$ cat src/rtl/fire_control.sv
// fire_control: resolves one-hot keypad shots against the ship map and tracks hit/miss state
// Revision 1.0
`default_nettype none

module fire_control #(
   parameter int CELLS     = 36,
   parameter int MAX_SHOTS = 20
) (
   input  logic             clk,
   input  logic             reset,
   input  logic             new_game,
   input  logic             fire,
   input  logic [CELLS-1:0] pressed_key,
   input  logic [CELLS-1:0] ships,
   output logic             busy,
   output logic             result_valid,
   output logic             result_hit,
   output logic             result_repeat,
   output logic             result_invalid,
   output logic [CELLS-1:0] hit_map,
   output logic [CELLS-1:0] miss_map,
   output logic [5:0]       shot_count,
   output logic [5:0]       hit_count,
   output logic             game_over,
   output logic             win
);

   localparam int         IDX_W       = $clog2(CELLS);
   localparam logic [5:0] c_CELLS_CNT = 6'(CELLS);
   localparam logic [5:0] c_MAX_SHOTS = 6'(MAX_SHOTS);
   localparam logic [CELLS-1:0] c_ONE = CELLS'(1);

   typedef enum logic [1:0] {
      IDLE   = 2'd0,
      EVAL   = 2'd1,
      RESULT = 2'd2,
      DONE   = 2'd3
   } state_t;

   state_t           state_q;
   logic [CELLS-1:0] key_q;
   logic [CELLS-1:0] hit_map_q, hit_map_d;
   logic [CELLS-1:0] miss_map_q, miss_map_d;
   logic [5:0]       shot_count_q, shot_count_d;
   logic [5:0]       hit_count_q, hit_count_d;
   logic             result_hit_q, result_hit_d;
   logic             result_repeat_q, result_repeat_d;
   logic             result_invalid_q, result_invalid_d;
   logic             result_valid_q;
   logic             busy_q;
   logic             game_over_q;
   logic             win_q;

   logic [IDX_W-1:0] w_idx;
   logic             w_onehot;
   logic             w_win;
   logic             w_loss;

   always_comb begin
      w_idx = '0;
      for (int i = 0; i < CELLS; i++) begin
         if (key_q[i]) w_idx = IDX_W'(i);
      end
      w_onehot = (key_q != '0) && ((key_q & (key_q - c_ONE)) == '0);
   end

   // Classification order matters: invalid beats repeat beats hit/miss.
   always_comb begin
      hit_map_d        = hit_map_q;
      miss_map_d       = miss_map_q;
      shot_count_d     = shot_count_q;
      hit_count_d      = hit_count_q;
      result_hit_d     = 1'b0;
      result_repeat_d  = 1'b0;
      result_invalid_d = 1'b0;
      if (!w_onehot) begin
         result_invalid_d = 1'b1;
      end else if (hit_map_q[w_idx] || miss_map_q[w_idx]) begin
         result_repeat_d = 1'b1;
      end else begin
         if (ships[w_idx]) begin
            result_hit_d     = 1'b1;
            hit_map_d[w_idx] = 1'b1;
            if (hit_count_q < c_CELLS_CNT) hit_count_d = hit_count_q + 6'd1;
         end else begin
            miss_map_d[w_idx] = 1'b1;
         end
         if (shot_count_q < c_MAX_SHOTS) shot_count_d = shot_count_q + 6'd1;
      end
   end

   assign w_win  = (ships != '0) && (hit_map_q == ships);
   assign w_loss = (shot_count_q == c_MAX_SHOTS);

   always_ff @(posedge clk or negedge reset) begin
      if (!reset) begin
         state_q          <= IDLE;
         key_q            <= '0;
         hit_map_q        <= '0;
         miss_map_q       <= '0;
         shot_count_q     <= '0;
         hit_count_q      <= '0;
         result_hit_q     <= 1'b0;
         result_repeat_q  <= 1'b0;
         result_invalid_q <= 1'b0;
         result_valid_q   <= 1'b0;
         busy_q           <= 1'b0;
         game_over_q      <= 1'b0;
         win_q            <= 1'b0;
      end else if (new_game) begin
         state_q          <= IDLE;
         key_q            <= '0;
         hit_map_q        <= '0;
         miss_map_q       <= '0;
         shot_count_q     <= '0;
         hit_count_q      <= '0;
         result_hit_q     <= 1'b0;
         result_repeat_q  <= 1'b0;
         result_invalid_q <= 1'b0;
         result_valid_q   <= 1'b0;
         busy_q           <= 1'b0;
         game_over_q      <= 1'b0;
         win_q            <= 1'b0;
      end else begin
         result_valid_q <= 1'b0;
         case (state_q)
            IDLE: begin
               if (fire) begin
                  key_q   <= pressed_key;
                  state_q <= EVAL;
                  busy_q  <= 1'b1;
               end
            end
            EVAL: begin
               hit_map_q        <= hit_map_d;
               miss_map_q       <= miss_map_d;
               shot_count_q     <= shot_count_d;
               hit_count_q      <= hit_count_d;
               result_hit_q     <= result_hit_d;
               result_repeat_q  <= result_repeat_d;
               result_invalid_q <= result_invalid_d;
               state_q          <= RESULT;
            end
            RESULT: begin
               result_valid_q <= 1'b1;
               // Win is checked first so a winning final shot is never scored as a loss.
               if (w_win) begin
                  state_q     <= DONE;
                  game_over_q <= 1'b1;
                  win_q       <= 1'b1;
               end else if (w_loss) begin
                  state_q     <= DONE;
                  game_over_q <= 1'b1;
                  win_q       <= 1'b0;
               end else begin
                  state_q <= IDLE;
                  busy_q  <= 1'b0;
               end
            end
            DONE: begin
               busy_q      <= 1'b1;
               game_over_q <= 1'b1;
            end
            default: begin
               state_q <= IDLE;
               busy_q  <= 1'b0;
            end
         endcase
      end
   end

   assign busy           = busy_q;
   assign result_valid   = result_valid_q;
   assign result_hit     = result_hit_q;
   assign result_repeat  = result_repeat_q;
   assign result_invalid = result_invalid_q;
   assign hit_map        = hit_map_q;
   assign miss_map       = miss_map_q;
   assign shot_count     = shot_count_q;
   assign hit_count      = hit_count_q;
   assign game_over      = game_over_q;
   assign win            = win_q;

endmodule

`default_nettype wire

$ cat config.mk
export PLATFORM = sky130hd
export DESIGN_NAME = fire_control
export DESIGN_NICKNAME = d
export VERILOG_FILES = /design/src/rtl/fire_control.sv
export SDC_FILE = /design/constraint.sdc
export NUM_CORES = 1
export LEC_CHECK = 0
export ABC_CLOCK_PERIOD_IN_PS = 5000
export CAP_MARGIN = 20
export CORE_MARGIN = 3
export CORE_UTILIZATION = 45
export CTS_BUF_LIST = sky130_fd_sc_hd__clkbuf_8
export DETAILED_ROUTE_END_ITERATION = 10
export HOLD_SLACK_MARGIN = 0.08
export PLACE_DENSITY = 0.77
export SYNTH_ARGS = -nofsm -noshare
export SYNTH_HDL_FRONTEND = slang
export SYNTH_SLANG_ARGS = --single-unit
$ cat constraint.sdc
create_clock -name clk -period 5 [get_ports clk]
set_clock_uncertainty 0.15 [all_clocks]
set_input_delay 1 -clock clk [delete_from_list [all_inputs] [get_ports clk]]
set_output_delay 1 -clock clk [all_outputs]
set_load 0.02 [all_outputs]
Word level (Yosys, flattened, before mapping)
Cells that the tools add are included.
- register bits after elaboration: 129
- output and inout port bits: 91
- word-level logic and storage cells: 162
- $add $sub $neg: 3
- magnitude comparators: 4
- equal/unequal tests: 11
- muxes and demuxes: 99
- bitwise operators: 3
- reduce and logical (&&, ||, !) cells: 29
- operators with widths (operator ; count):
    $mux 36 ; 13
    $mux 6 ; 44
    $or 36x36->36 ; 2
    $reduce_bool 36->1 ; 2
    $and 36x36->36 ; 1
    $eq 36x36->1 ; 1
    $logic_not 36->1 ; 1
    $sub 36x1->36 const B ; 1
    $mux 1 ; 30
    $bmux 1 s6 ; 3
    $reduce_and 4->1 ; 4
    $reduce_bool 2->1 ; 8
    $add 6x1->6 const B ; 2
    $mux 2 ; 5
    $ne 3x3->1 const B ; 3
    $reduce_and 2->1 ; 4
    $reduce_bool 4->1 ; 2
    $lt 6x7->1 const B ; 1
    $demux 1 s6 ; 1
    $eq 6x5->1 const B ; 1
    $ge 6x1->1 const B ; 1
    $lt 6x5->1 const B ; 1
    $lt 6x6->1 const B ; 1
    $pmux 2 s3 ; 1
    11 further kinds ; 16

Logic depth before layout (Yosys ltp)
- word-level depth: 45
- mapped depth: 16
- depth with buffers taken out: 11

Least setup slack after synthesis
Ideal clock, no wire load.
- kind: flip-flop to flip-flop
- start: register key_q[11]
- end: register hit_count_q[2], in the netlist hit_count[2]
- setup time: 127 ps
- arrival time: 3889 ps
- required time: 4723 ps
- path slack: 834 ps
- cell stages (with the launch flop): 12
- path buffers: 1
- period minus slack after synthesis: 4166 ps
- path through: dfrtp_1 -> clkbuf_1 -> or4_1 -> o221a_2 -> a211oi_2 -> nor2_4 -> mux4_2 -> nor2_1 -> or4_1 -> a211o_1 -> or4b_1 -> mux2_1
- cells in the longest elaborated chain, start to end: 30
- elaborated cells between the ends (all ways): 41
- those cells by class: 1 x add/sub; 1 x eq/ne; 31 x mux; 1 x bitwise; 7 x reduce/logical
- ends and longest elaborated chain (element ; line ; source):
    from (decl) ; 41 ; logic [CELLS-1:0] key_q;
    from (signal assigned) ; 129 ; key_q <= pressed_key;
    $mux 6 (25 in a row) ; 62 ; if (key_q[i]) w_idx = IDX_W'(i);
    $bmux 1 s6 ; 78 ; end else if (hit_map_q[w_idx] || miss_map_q[w_idx]) begin
    $mux 1 (implied by the code) ; 78 ;
    $logic_or 1x1->1 ; 78 ;
    $ne 2x2->1 (no source line) ; n/a ;
    $reduce_and 5->1 (no source line) (*) ; n/a ;
    to (signal assigned) ; 138 ; hit_count_q <= hit_count_d;
    to (decl) ; 45 ; logic [5:0] hit_count_q, hit_count_d;
Every way passes the cells marked *; elsewhere a longest branch is shown, timed or not. The select of a mux whose other input is x is not followed.
A chain may end at the register's enable or synchronous reset.

Worst setup path after layout
- start: register key_q[29]
- end: register hit_count_q[2], in the netlist hit_count[2]
- cells in the longest elaborated chain, start to end: 12
- elaborated cells between the ends (all ways): 23
- those cells by class: 1 x add/sub; 1 x eq/ne; 13 x mux; 1 x bitwise; 7 x reduce/logical
- ends and longest elaborated chain (element ; line):
    $mux 6 (7 in a row) ; 62
    $bmux 1 s6 ; 78
    $mux 1 (implied by the code) ; 78
    $logic_or 1x1->1 ; 78
    $ne 2x2->1 (no source line) ; n/a
    $reduce_and 5->1 (no source line) (*) ; n/a
Marked as above.

==> impl_summary.txt <==
----------------------------------------------------
[Outcome]
  Run status ... completed

[Drt]
  Number of DRC violations after detailed-routing iteration 0 ... 1,172
  Remaining design rule violation count ... 0
  Average wire length per cell after detail routing ... 23.3 um
  Number of nets with antenna violations after routing ... 0
  Total Wirelength ... 31,800 um
  Average via count per standard cell ... roughly 6.4
  Drt first pass iters ... 6
  Via count ... 8,744

[Cells and area]
  Final standard cell utilization of the core ... 0.607
  Antenna fix cells ... 0
  Layout overhead on the synthesized area ... 29.7%
  Most used cells in the layout excluding fill and tap cells ... clkdlybuf4s50_1 (164), dfrtp_1 (129), inv_1 (94), nor2_1 (94), a21oi_1 (91)
  Final #Nets ... roughly 1,200
  Most common cell after layout, fill and taps aside ... clkdlybuf4s50_1
  Share of layout cells above drive strength 1 ... 0.0911

[Logic synthesis]
  Post-synthesis instance total ... 971
  Ys flop type ... dfrtp_1
  Sequential-to-total area share from yosys stat ... 0.392
  Number of enable-type register cells in the synthesized netlist ... 0
  Average cell area after synthesis ... 8.48 sq um
  Share of flip-flops with an asynchronous set or reset ... 1.00
  Cell area after synthesis ... 8230 sq um
  Adder and majority gate portion of the synthesized area ... 0.0119
  Synthesized net count ... 1,054
  Largest family of logic cells by synthesized area ... compound AO/OA/AOI/OAI gates
  Xor/xnor cell area share of the yosys netlist ... 0.0383
  Area share of the leading cell type in the synthesized netlist ... 0.392
  Yosys reg bits ... around 130
  Yosys Warn Count ... 0
  Simple-gate share of the synthesized area ... 0.216
  Top cell type by total area after synthesis ... dfrtp_1
  Multiplexer fraction of the synthesized cell area ... 0.0347
  Netlist cell types ... 79
  Synthesized-area fraction occupied by ao, oa, aoi and oai cells ... 0.233
  Cells taking the most area after synthesis ... dfrtp_1 (39%), a21oi_1 (5.6%), nor2_1 (4.3%)

[Die]
  Number of placement rows ... 48
  Area of the die ... 19,900 sq um
  Core ar. ... 17,600 sq um
  Chip Height ... 141 um
  Top Ports ... approximately 170
  Initial core utilization ... 0.468
  Die X ... roughly 140 um

[CTS]
  Sinks on the clock net ... between 100 and 150
  CTS tree ... yes
  Clk Latency, worst-skew pair ... between 0.4 and 0.5 ns
  CTS H-tree depth ... 4
  Post-cts sizing count ... 0
  Clock tree root driver cell ... clkbuf_8
  CTS Buf Count ... 17
  Number of setup buffers added after CTS ... 0
  Number of hold buffers added after CTS ... 0
  CTS Buffer Depth ... 2
  Register clock-pin slew on the reported worst setup and hold paths ... roughly 0.090 ns

[Timing]
  Setup violation total in the final timing report ... 0
  Share of the clock period used by the worst path after layout ... 0.943
  Achievable frequency ... around 210 MHz
  Unrepaired setup endpoints after global routing ... false
  Count of final max-slew check failures ... 0
  Setup_tns ... 0 ns
  Worst Tran Pin Value ... 0.782 ns
  Count of final hold-check violations ... 0
  Relative max-transition margin ... 0.479
  Shortest clock period the worst path allows after layout ... 4.72 ns

[Placed design]
  IO buf count ... 166
  Sum of net half-perimeters after detailed placement ... 23,400 um
  Placer congestion estimate ... 1.05

[Setup path]
  Logic depth of the worst path, buffers included ... 11
  Data required time at the worst endpoint ... approximately 5.2 ns
  Nature of the critical path endpoint ... flop
  R2r endpoint ... hit_count[2]$_DFFE_PN0P_
  Element type at the critical path start ... flop
  R2R Setup Slk ... 0.28 ns
  CP peak stage delay ... ~0.58 ns
  Worst reg2reg path startpoint ... key_q[29]$_DFFE_PN0P_
  Slowest-stage cell, CP ... a2111oi_4
  Launch point of the critical path ... key_q[29]$_DFFE_PN0P_
  FF-to-FF path depth ... 11
  Largest delay share family, worst path ... compound AO/OA/AOI/OAI gates
  Arrival time at the worst endpoint ... between 4 and 5 ns
  CP Capture Point ... hit_count[2]$_DFFE_PN0P_
  Worst setup path class ... flop to flop
  CP cell instances ... or2_0 > a2111o_1 > a2111oi_4 > a21o_1 > nor3_1 > a311oi_1 > a211oi_1 > or4_1 > a211o_1 > or4b_1 > mux2_1
  Crit-path max FO ... 12
  Buffers plus inverters on the worst setup path ... 0

[Global routing]
  Vias in the first global route ... ~8,400
  Number of antenna violations at the first check in global routing ... 0
  Overflow left after global routing ... 0
  Total routing usage reported by global routing ... 0.315
  Busiest layer in global routing ... met2
  Met1 usage in global routing ... 0.446
  Global-route track usage on met2 ... 0.463
  First-pass GRT wire length ... 48,600 um
  Pin count of the biggest net entering global routing ... 130
  M3 GR Usage ... 0.0831

[Pwr]
  Areal power density over the cells ... 519 nW/um^2
  Worst-case vdd ir drop ... approximately 330 uV
  Static leakage power ... between 4 and 5 nW

[Min path]
  Worst hold path type ... flop to flop

[Flow run]
  Maximum capacitance violations ... 0

----------------------------------------------------
-- routing by layer --
| metal | routed length [um] | share of wire | up-vias |
|---|---|---|---|
| li1 | - | - | 3909 |
| met1 | 13400 | 0.42 | 4214 |
| met2 | 14000 | 0.44 | 528 |
| met3 | 3240 | 0.10 | 93 |
| met4 | 1150 | 0.036 | 0 |
| met5 | 0 | 0 | - |
-- registers in the layout (all words and copies together), names as in the netlist, 2 cells and up --
name        count
hit_map        36
key_q          36
miss_map       36
hit_count       6
shot_count      6
state_q         2
-- synthesized netlist by cell type (10+ instances only) --
library cell,number
a22o_1,36
nand2_1,34
inv_1,93
a211oi_1,10
xnor2_1,24
or4_1,10
xor2_1,12
a21oi_1,92
nor2b_1,10
nor2_1,95
nor4_1,23
o21ai_0,35
clkbuf_1,50
nand4_1,51
nand3_1,61
nor3_1,17
dfrtp_1,129
-- tightest hold or removal path, cell delays in order (launching register included) --
cell and delay [ns]:
dfrtp_1 0.39, inv_1 0.05, a21oi_1 0.06
-- layout make-up --
class / instances / area (sq um)
Sequential cell: 129 / 3230
Tap cell: 225 / 282
Inverter: 93 / 349
Fill cell: 1532 / 6920
Multi-Input combinational cell: 683 / 4410
Timing Repair Buffer: 204 / 1990
Clock buffer: 19 / 262
Clock inverter: 13 / 154
-- report_power, final --
group	leakage, nW	switching, mW	total (mW)	internal (mW)
Clock	0.208	0.484	0.964	0.480
Sequential	1.78	0.141	1.26	1.12
Combinational	2.20	2.20	3.32	1.12
-- metrics by stage --
| step | instance area (sq um) | cells | total power [mW] | setup WS (ns) | hold slack (ns) |
|---|---|---|---|---|---|
| floorplan | 8230 | 971 | 3.27 | 0.834 | 0.342 |
| global placement | 10300 | 1334 | 4.48 | 0.446 | 0.352 |
| detailed placement | 10300 | 1334 | 4.46 | 0.315 | 0.377 |
| CTS | 10700 | 1366 | 5.44 | 0.323 | 0.389 |
| global route | 10700 | 1366 | 5.80 | 0.0524 | 0.432 |
| finish | 10700 | 1366 | 5.54 | 0.284 | 0.383 |
-- logic make-up after synthesis --
group           after synthesis
simple gates                341
compound gates              279
buf+inv                     159
flops                       129
xor+xnor                     36
mux                          19
fa+ha+maj                     8
-- how the worst min path moves through the flow --
stage / start / endpoint / slack, ns / cells past startpoint
global placement: game_over$_DFFE_PN0P_ / game_over$_DFFE_PN0P_ / 0.35 / 2
detailed placement: game_over$_DFFE_PN0P_ / game_over$_DFFE_PN0P_ / 0.38 / 2
floorplan: state_q[1]$_DFFE_PN0P_ / state_q[1]$_DFFE_PN0P_ / 0.34 / 2
finish: game_over$_DFFE_PN0P_ / game_over$_DFFE_PN0P_ / 0.38 / 2
global route: miss_map[10]$_DFFE_PN0P_ / miss_map[10]$_DFFE_PN0P_ / 0.43 / 2
CTS: game_over$_DFFE_PN0P_ / game_over$_DFFE_PN0P_ / 0.39 / 2
Note: power is estimated with default switching activity, not from simulation.
